### config.mk
export PLATFORM = sky130hd
export DESIGN_NAME = lea_cu_gen
export DESIGN_NICKNAME = d
export VERILOG_FILES = /design/src/rtl/lea_cu_gen.sv
export SDC_FILE = /design/constraint.sdc
export NUM_CORES = 1
export LEC_CHECK = 0
export BUFFER_PORTS_ARGS = -buffer_cell sky130_fd_sc_hd__buf_2
export CAP_MARGIN = 10
export CORE_MARGIN = 3
export CORE_UTILIZATION = 50
export CTS_BUF_LIST = sky130_fd_sc_hd__clkbuf_2 sky130_fd_sc_hd__clkbuf_4 sky130_fd_sc_hd__clkbuf_8
export DETAILED_ROUTE_END_ITERATION = 10
export GPL_ROUTABILITY_DRIVEN = 1
export PLACE_DENSITY = 0.74
export SLEW_MARGIN = 20
export SYNTH_ARGS = -nofsm -noshare
export SYNTH_HDL_FRONTEND = slang
export SYNTH_SLANG_ARGS = --single-unit
### constraint.sdc
create_clock -name clk -period 2.7 [get_ports clk]
set_clock_uncertainty 0.05 [all_clocks]
set_input_delay 0.405 -clock clk [delete_from_list [all_inputs] [get_ports clk]]
set_output_delay 0.405 -clock clk [all_outputs]
set_load 0.01 [all_outputs]
### src/rtl/lea_cu_gen.sv
// Control unit for a keypad-driven LEA encrypt/decrypt demo: digit entry, edge
// detection, core start/done handshake, wrong-key lockout and LCD screen codes.
module lea_cu_gen #(
  parameter int unsigned TEXT_DIGITS = 8,
  parameter int unsigned KEY_DIGITS  = 8,
  parameter int unsigned MAX_TRIES   = 3,
  localparam int unsigned MAX_DIGITS = (TEXT_DIGITS > KEY_DIGITS) ? TEXT_DIGITS : KEY_DIGITS,
  localparam int unsigned CW         = $clog2(MAX_DIGITS + 1)
) (
  input  logic          clk,
  input  logic          rst,
  input  logic          star,
  input  logic          sharp,
  input  logic          digit_valid,
  input  logic [3:0]    digit,
  input  logic          key_match,
  input  logic          core_done,
  output logic [2:0]    LCD_addr,
  output logic          chk_text,
  output logic          chk_key,
  output logic          star_out,
  output logic          sharp_out,
  output logic          wr_text,
  output logic          wr_key,
  output logic [CW-1:0] wr_idx,
  output logic [3:0]    wr_data,
  output logic          core_start,
  output logic          core_mode,
  output logic          locked
);

  localparam int unsigned TW = $clog2(MAX_TRIES + 1);

  typedef enum logic [3:0] {
    S_START, S_IN_TEXT, S_IN_KEY, S_ENC_RUN, S_ENC_OK,
    S_SHOW_CT, S_IN_KEY_DEC, S_DEC_RUN, S_DEC_OK, S_LOCKED
  } state_t;

  state_t        state, state_d;
  logic [CW-1:0] cnt, cnt_d, limit;
  logic [TW-1:0] tries, tries_d, tries_inc;
  logic          star_q, sharp_q, primed;
  logic          star_p, sharp_p, star_only, sharp_only, full;
  logic          do_wr, do_start;

  logic [2:0]    lcd_d;
  logic          chk_text_d, chk_key_d, wr_text_d, wr_key_d;
  logic [CW-1:0] wr_idx_d;
  logic [3:0]    wr_data_d;
  logic          core_mode_d, locked_d;

  // primed masks the first cycle after reset so a button held through reset
  // must be released and pressed again before it counts
  assign star_p     = star  & ~star_q  & primed;
  assign sharp_p    = sharp & ~sharp_q & primed;
  assign star_only  = star_p & ~sharp_p;
  assign sharp_only = sharp_p & ~star_p;
  assign limit      = (state == S_IN_TEXT) ? CW'(TEXT_DIGITS) : CW'(KEY_DIGITS);
  assign full       = (cnt == limit);
  assign tries_inc  = tries + TW'(1);

  // State, counters and registered outputs
  always_ff @(posedge clk or negedge rst) begin
    if (!rst) begin
      state      <= S_START;
      cnt        <= '0;
      tries      <= '0;
      star_q     <= 1'b0;
      sharp_q    <= 1'b0;
      primed     <= 1'b0;
      LCD_addr   <= '0;
      chk_text   <= 1'b0;
      chk_key    <= 1'b0;
      star_out   <= 1'b0;
      sharp_out  <= 1'b0;
      wr_text    <= 1'b0;
      wr_key     <= 1'b0;
      wr_idx     <= '0;
      wr_data    <= '0;
      core_start <= 1'b0;
      core_mode  <= 1'b0;
      locked     <= 1'b0;
    end else begin
      state      <= state_d;
      cnt        <= cnt_d;
      tries      <= tries_d;
      star_q     <= star;
      sharp_q    <= sharp;
      primed     <= 1'b1;
      LCD_addr   <= lcd_d;
      chk_text   <= chk_text_d;
      chk_key    <= chk_key_d;
      star_out   <= star_p;
      sharp_out  <= sharp_p;
      wr_text    <= wr_text_d;
      wr_key     <= wr_key_d;
      wr_idx     <= wr_idx_d;
      wr_data    <= wr_data_d;
      core_start <= do_start;
      core_mode  <= core_mode_d;
      locked     <= locked_d;
    end
  end

  // Next state; simultaneous star+sharp is treated as no button at all
  always_comb begin
    state_d  = state;
    cnt_d    = cnt;
    tries_d  = tries;
    do_wr    = 1'b0;
    do_start = 1'b0;
    case (state)
      S_START: begin
        if (star_only) begin
          state_d = S_IN_TEXT;
          cnt_d   = '0;
        end
      end
      S_IN_TEXT, S_IN_KEY, S_IN_KEY_DEC: begin
        if (star_only) begin
          cnt_d = '0;
        end else if (sharp_only) begin
          if (full) begin
            cnt_d = '0;
            if (state == S_IN_TEXT) begin
              state_d = S_IN_KEY;
            end else if (state == S_IN_KEY) begin
              state_d  = S_ENC_RUN;
              do_start = 1'b1;
            end else if (key_match) begin
              state_d  = S_DEC_RUN;
              do_start = 1'b1;
            end else begin
              tries_d = tries_inc;
              if (tries_inc == TW'(MAX_TRIES)) state_d = S_LOCKED;
            end
          end
        end else if (!star_p && !sharp_p && digit_valid && !full) begin
          do_wr = 1'b1;
          cnt_d = cnt + CW'(1);
        end
      end
      S_ENC_RUN: if (core_done) state_d = S_ENC_OK;
      S_ENC_OK:  if (star_only) state_d = S_SHOW_CT;
      S_SHOW_CT: begin
        if (star_only) begin
          state_d = S_IN_KEY_DEC;
          cnt_d   = '0;
        end
      end
      S_DEC_RUN: if (core_done) state_d = S_DEC_OK;
      S_DEC_OK: begin
        if (star_only) begin
          state_d = S_START;
          tries_d = '0;
        end
      end
      default: state_d = state;
    endcase
  end

  // Output values loaded into the output registers
  always_comb begin
    lcd_d = 3'd0;
    case (state_d)
      S_START:      lcd_d = 3'd0;
      S_IN_TEXT:    lcd_d = 3'd1;
      S_IN_KEY:     lcd_d = 3'd2;
      S_ENC_RUN:    lcd_d = 3'd2;
      S_ENC_OK:     lcd_d = 3'd3;
      S_SHOW_CT:    lcd_d = 3'd4;
      S_IN_KEY_DEC: lcd_d = 3'd5;
      S_DEC_RUN:    lcd_d = 3'd5;
      S_DEC_OK:     lcd_d = 3'd6;
      S_LOCKED:     lcd_d = 3'd7;
      default:      lcd_d = 3'd0;
    endcase
    chk_text_d  = (state_d == S_IN_TEXT) && (cnt_d == CW'(TEXT_DIGITS));
    chk_key_d   = ((state_d == S_IN_KEY) || (state_d == S_IN_KEY_DEC)) &&
                  (cnt_d == CW'(KEY_DIGITS));
    wr_text_d   = do_wr && (state == S_IN_TEXT);
    wr_key_d    = do_wr && (state != S_IN_TEXT);
    wr_idx_d    = do_wr ? cnt : '0;
    wr_data_d   = do_wr ? digit : 4'd0;
    core_mode_d = (state_d == S_DEC_RUN);
    locked_d    = (state_d == S_LOCKED);
  end

endmodule

==> results by group, run 1 <==
Run status
  – Outcome: completed

Place
  – Cell count after placement: around 250
  – IO buf count: 30
  – Setup WS pre-CTS: 0.179 ns
  – Final GP Congestion: between 0.8 and 0.9
  – Post-DP HPWL: 2800 um

Power
  – Clk pwr share: 0.248
  – Sw frac: 0.342
  – Power Internal: ~1000 uW
  – Sw Pwr: 530 uW
  – Combinational Power Share: 0.332
  – Worst VDD drop: 414 uV
  – Overall power: 1550 uW
  – Lkg Pwr: around 0.0010 uW
  – Pwr/cell area: between 700 and 800 nW/um2
  – Power share of the sequential group: 0.420

Yosys
  – Warnings from Yosys: 0
  – Syn_nets: 190
  – Seq/Total Area, Yosys: 0.452
  – Netlist Area Pre-Place: roughly 1800 um2
  – Syn Inst Count: ~180
  – Post-synth EDFFs: 0
  – Netlist cell types: 58
  – Synth Flop Type: dfrtp_1
  – Cell taking the most area after synthesis: dfrtp_1
  – Yosys reg bits: 33
  – Area share of the leading cell type in the synthesized netlist: 0.452
  – Synth area leaders: dfrtp_1 (45%), and2_1 (3.4%), o21ai_0 (2.7%)
  – Syn_area_per_cell: 10.4 um2
  – FFs w/ async S/R, synth: 1.00

Run
  – Maxcap violations: 0

Layout
  – Ant. Diodes: 0
  – Register area: between 800 and 900 um2
  – Multi-input logic area: 901 um2
  – Fillcell total: 306
  – Most common cell after layout, fill and taps aside: dfrtp_1
  – Share of cells above drive strength 1: 0.308
  – Nets: approximately 220
  – Area grow syn2layout: 14.6%
  – Post-route insts no fill: 257
  – Commonest cells after routing, fill and taps aside: dfrtp_1 (33), buf_2 (30), nor2_1 (13), o21ai_0 (10), and2_1 (10)

Clock network
  – TritonCTS Buffers: 5
  – H-tree depth: 2
  – Root Driver: clkbuf_4
  – Clock Sinks: 33
  – Clock Latency Late Sink: 0.32 ns
  – Post-CTS sizing: 0
  – Reg clk slew, reported paths: 0.10 ns
  – Cts hold-fix bufs: 0
  – CTS tree: yes
  – Clock Tree Buf Depth: 2
  – Setup bufs post-CTS: 0

Timing
  – Worst setup margin: 0.132 ns
  – Minimum clock period after layout: 2.57 ns
  – Slew headroom: 0.534
  – Max Slew Vio Count: 0
  – Tightest Pin Transition: 0.699 ns
  – Final setup viols: 0
  – Post-route clock period utilization: 0.951
  – Setup Total Neg Slack: 0 ns
  – RSZ-0062 raised after global routing: no
  – Final Hold Slack: approximately 0.064 ns
  – Highest clock rate: 389 MHz
  – Hold Vio Cnt, Final: 0

Setup path
  – Crit path buffers/inverters: 1
  – CP max stage cell: or4b_4
  – Top Family by Delay on Critical Path: simple AND/OR/NAND/NOR gates
  – Slowest stage delay, CP: roughly 0.53 ns
  – Crit path DAT: approximately 2.8 ns
  – Critical-path cell list: inv_1, ha_1, nand3b_4, or4b_4, o21ai_1, nand4_1, or3b_4, nor3_2
  – Setup crit end kind: register
  – R2R cell count: 8
  – Worst path required time: 2.90 ns
  – Stages on worst setup path: 8
  – CP Launch Type: register
  – Critical path class: register to register
  – Crit-path max FO: 7

Global routing
  – First-pass GRT wire length: between 6000 and 7000 um
  – Pin count of the biggest net entering global routing: 34
  – Number of global-route vias before repair: around 1,400
  – Initial antenna violation count: 0
  – Overall Global Routing Usage: 0.184
  – Total grt overflow: 0

Drt
  – DR vias/cell: 5.65
  – Drt pass-1 iters: 4
  – 1st-iter DRT viols: 56
  – Final antenna-violating net count: 0
  – Vias: 1,451
  – # DRC: 0
  – Drt wl/cell: approximately 14 um
  – Drt total wl: 3630 um

Floorplanning
  – Core area: ~3400 um2
  – # rows: 21
  – Die W: roughly 66 um
  – Die height: 66.5 um
  – Die area: 4420 um2
  – Initial cell density of the core: 0.535
  – I/O pin count: 31

Hold path
  – Hold WC Path Type: input port to asynchronous set/reset pin
[state kept, by name, summed over array words and instances, names as in the netlist, 2 cells and up]
signal	flops
LCD_addr	3
state	4
cnt	4
wr_idx	4
tries	2
wr_data	4
[worst register-to-register path, delay by kind of cell (launching register included)]
family,cells,cell delay (ns)
AND/OR/NAND/NOR,5,1.45
flip-flops,1,0.45
adder cells (fa/ha/maj),1,0.22
AO/OA/AOI/OAI,1,0.19
buffers and inverters,1,0.12
[cells by family (layout without fill, tap and decap cells)]
logic type,count (synthesis),count (layout),synth area share
AO/OA/AOI/OAI,42,42,0.175
XOR/XNOR,1,1,0.00479
adder cells (fa/ha/maj),3,3,0.0205
buffers and inverters,17,52,0.0554
flip-flops,33,33,0.452
multiplexers,2,2,0.0116
other,1,1,0.00205
AND/OR/NAND/NOR,77,77,0.279
[power by group through the flow]
stage	Combinational, uW	Sequential [uW]	Clock [uW]
after floorplan	425	635	0
after global placement	490	656	0
after detailed placement	512	661	0
after CTS	514	652	399
after global routing	581	665	421
final	514	652	385
[synth_stat cells, types with 3 or more instances]
| cell type | n |
|---|---|
| nor3_1 | 6 |
| nand3_1 | 5 |
| dfrtp_1 | 33 |
| ha_1 | 3 |
| nor2b_1 | 5 |
| nor2_1 | 13 |
| a21oi_1 | 9 |
| o21ai_0 | 10 |
| and3_1 | 3 |
| and2_1 | 10 |
| nand4_1 | 3 |
| inv_1 | 9 |
| o21ai_1 | 3 |
| nand2_1 | 9 |
[worst paths after layout]
kind                            slack (ns)        end  startpoint
worst max-delay path                  0.13   chk_text      cnt[0]
worst min-delay path                  0.06  wr_idx[3]         rst
worst max register to register        0.13   chk_text      cnt[0]
worst min register to register        0.49   tries[1]    tries[1]
max in group asynchronous             2.08     locked         rst
min in group clk                      0.17     star_q        star
[stage by stage]
| step | area, um2 | util |
|---|---|---|
| floorplan | 1830 | - |
| global placement | 2010 | 0.587 |
| detailed placement | 2010 | 0.587 |
| CTS | 2090 | 0.613 |
| global route | 2090 | 0.613 |
| finish | 2090 | 0.613 |
[layout make-up]
| cell class | instances | share of cell area |
|---|---|---|
| repair buffers | 35 | 0.0896 |
| clock inverters | 1 | 0.0143 |
| multi-input cells | 126 | 0.430 |
| flip-flops and latches | 33 | 0.394 |
| inverters | 9 | 0.0161 |
| clock buffers | 7 | 0.0281 |
| well taps | 46 | 0.0275 |
[metal layers]
| layer | vias up | routed length [um] | global-route usage |
|---|---|---|---|
| met3 | 10 | 207 | 0.0506 |
| met4 | 0 | 85 | 0.0736 |
| met1 | 694 | 1550 | 0.226 |
| met5 | - | 0 | 0 |
| met2 | 48 | 1780 | 0.305 |
| li1 | 699 | - | - |
(Power assumes the default switching activity.)
==> run 2: changes to the inputs <==
- CELL_PAD_IN_SITES_DETAIL_PLACEMENT: unset -> 0
- CELL_PAD_IN_SITES_GLOBAL_PLACEMENT: unset -> 1
- CORE_UTILIZATION: 50 -> 48
- PLACE_DENSITY: 0.74 -> 0.88
- clock period: 2.7 -> 3.22 ns (I/O delays scaled with it)
==> run 2 against run 1 <==
Setup slack improved by 0.55 ns. Combinational power fell by 29%. Worst hold slack gained 0.14 ns. Via count shrank 2.8%. Final cell count fell by 1.6%. Final area is 1.6% lower. Maximum frequency is 1.2% higher. Sequential share of layout area rose by 0.62 points. Critical endpoint unchanged. Largest cell class unchanged. Largest power group unchanged.
==> results by group, run 2 (synthesis results as in run 1) <==
Run status
  – Outcome: completed

Timing
  – Slew headroom: 0.519
  – Hold Vio Cnt, Final: 0
  – Post-route clock period utilization: 0.788
  – Setup Total Neg Slack: 0 ns
  – Final Hold Slack: between 0.2 and 0.25 ns
  – Max Slew Vio Count: 0
  – Minimum clock period after layout: 2.54 ns
  – Tightest Pin Transition: roughly 0.72 ns
  – Highest clock rate: 394 MHz
  – Final setup viols: 0
  – RSZ-0062 raised after global routing: no

Drt
  – Final antenna-violating net count: 0
  – Drt pass-1 iters: 4
  – Drt total wl: 3780 um
  – 1st-iter DRT viols: 83
  – # DRC: 0
  – Vias: 1,410
  – Drt wl/cell: around 15 um
  – DR vias/cell: around 5.6

Run
  – Maxcap violations: 0

Floorplanning
  – Core area: approximately 3500 um2
  – I/O pin count: 31
  – Die W: 67.7 um
  – Initial cell density of the core: 0.523
  – Die area: 4580 um2
  – # rows: 21
  – Die height: 67.7 um

Setup path
  – Worst path required time: between 3 and 4 ns
  – Critical path class: register to register
  – Setup crit end kind: register
  – Crit path DAT: approximately 2.7 ns
  – Crit-path max FO: 7
  – Reg-to-Reg Start: cnt[0]
  – CP Launch Type: register
  – R2r setup slk: 0.68 ns
  – R2R cell count: 8
  – Crit path from: cnt[0]

Layout
  – Most common cell after layout, fill and taps aside: dfrtp_1
  – Utilization after layout: 0.590
  – Ant. Diodes: 0
  – Share of cells above drive strength 1: 0.295
  – Nets: 220
  – Multi-input logic area: 901 um2
  – Area grow syn2layout: 12.8%
  – Commonest cells after routing, fill and taps aside: dfrtp_1 (33), buf_2 (30), nor2_1 (13), o21ai_0 (10), and2_1 (10)
  – Fillcell total: just over 300
  – Register area: 826 um2

Clock network
  – Root Driver: clkbuf_8
  – Setup bufs post-CTS: 0
  – Reg clk slew, reported paths: 0.07 ns
  – H-tree depth: 2
  – Cts hold-fix bufs: 0
  – TritonCTS Buffers: 5
  – Post-CTS sizing: 0
  – Clock Sinks: 33
  – CTS tree: yes
  – Clock Latency Late Sink: 0.28 ns
  – Clock Tree Buf Depth: 2

Place
  – Final GP Congestion: 0.818
  – Post-DP HPWL: around 2700 um
  – IO buf count: 30

Power
  – Power Internal: around 790 uW
  – Lkg Pwr: slightly above 0.001 uW
  – Clk pwr share: 0.239
  – Pwr/cell area: 607 nW/um2
  – Combinational Power Share: 0.293
  – Power share of the sequential group: 0.468
  – Worst VDD drop: 245 uV
  – Sw frac: 0.367
  – Sw Pwr: 460 uW

Global routing
  – Overall Global Routing Usage: 0.186
  – Number of global-route vias before repair: about 1,400
  – First-pass GRT wire length: 6420 um
  – Total grt overflow: 0
  – Initial antenna violation count: 0
  – Pin count of the biggest net entering global routing: 34

Hold path
  – Hold WC Path Type: input port to asynchronous set/reset pin
-- run 2: changes by cell type in the layout (fill, tap and decap cells not counted) --
cell,before,now
clkbuf_8,1,5
clkbuf_4,6,0
bufinv_16,1,0
clkinv_2,0,2
clkinvlp_4,0,1
buf_4,5,1
-- run 2: critical path, stage by stage, from the launching register on --
cell and delay [ns]:
dfrtp_1 0.45, inv_1 0.12, ha_1 0.20, nand3b_4 0.13
or4b_4 0.53, o21ai_1 0.21, nand4_1 0.19, or3b_4 0.42
nor3_2 0.17
-- run 2: cell type report --
class	instances	share of cell area
multi-input cells	126	0.437
flip-flops and latches	33	0.400
repair buffers	31	0.0765
clock buffers	5	0.0334
well taps	46	0.0279
inverters	9	0.0164
clock inverters	3	0.00850
-- run 2: worst paths after layout --
kind,end
worst max-delay path,chk_text
worst min-delay path,wr_idx[1]
worst max register to register,chk_text
worst min register to register,tries[1]
max in group asynchronous,cnt[0]
min in group clk,star_q
-- run 2: metal layers --
metal | GRT usage | up-vias | wire (um)
li1 | - | 689 | -
met5 | 0 | - | 0
met4 | 0.0608 | 0 | 37
met3 | 0.0449 | 5 | 197
met1 | 0.226 | 680 | 1720
met2 | 0.322 | 36 | 1820
-- run 2: through the flow --
step           worst slack (ns)  area, um2  cells  power (uW)
2_1_floorplan             0.902       1830    176         889
3_3_place_gp              0.729       1980    245         941
3_5_place_dp              0.684       1980    245         961
4_1_cts                   0.675       2060    253        1260
5_1_grt                   0.518       2060    253        1340
6_report                  0.683       2060    253        1250
-- run 2: power by group through the flow --
| stage | clock, uW | combinational [uW] | sequential, uW |
|---|---|---|---|
| 6_report | 299 | 366 | 586 |
| 5_1_grt | 329 | 417 | 597 |
| 4_1_cts | 308 | 370 | 583 |
| 3_5_place_dp | 0 | 369 | 591 |
| 3_3_place_gp | 0 | 355 | 586 |
| 2_1_floorplan | 0 | 356 | 533 |
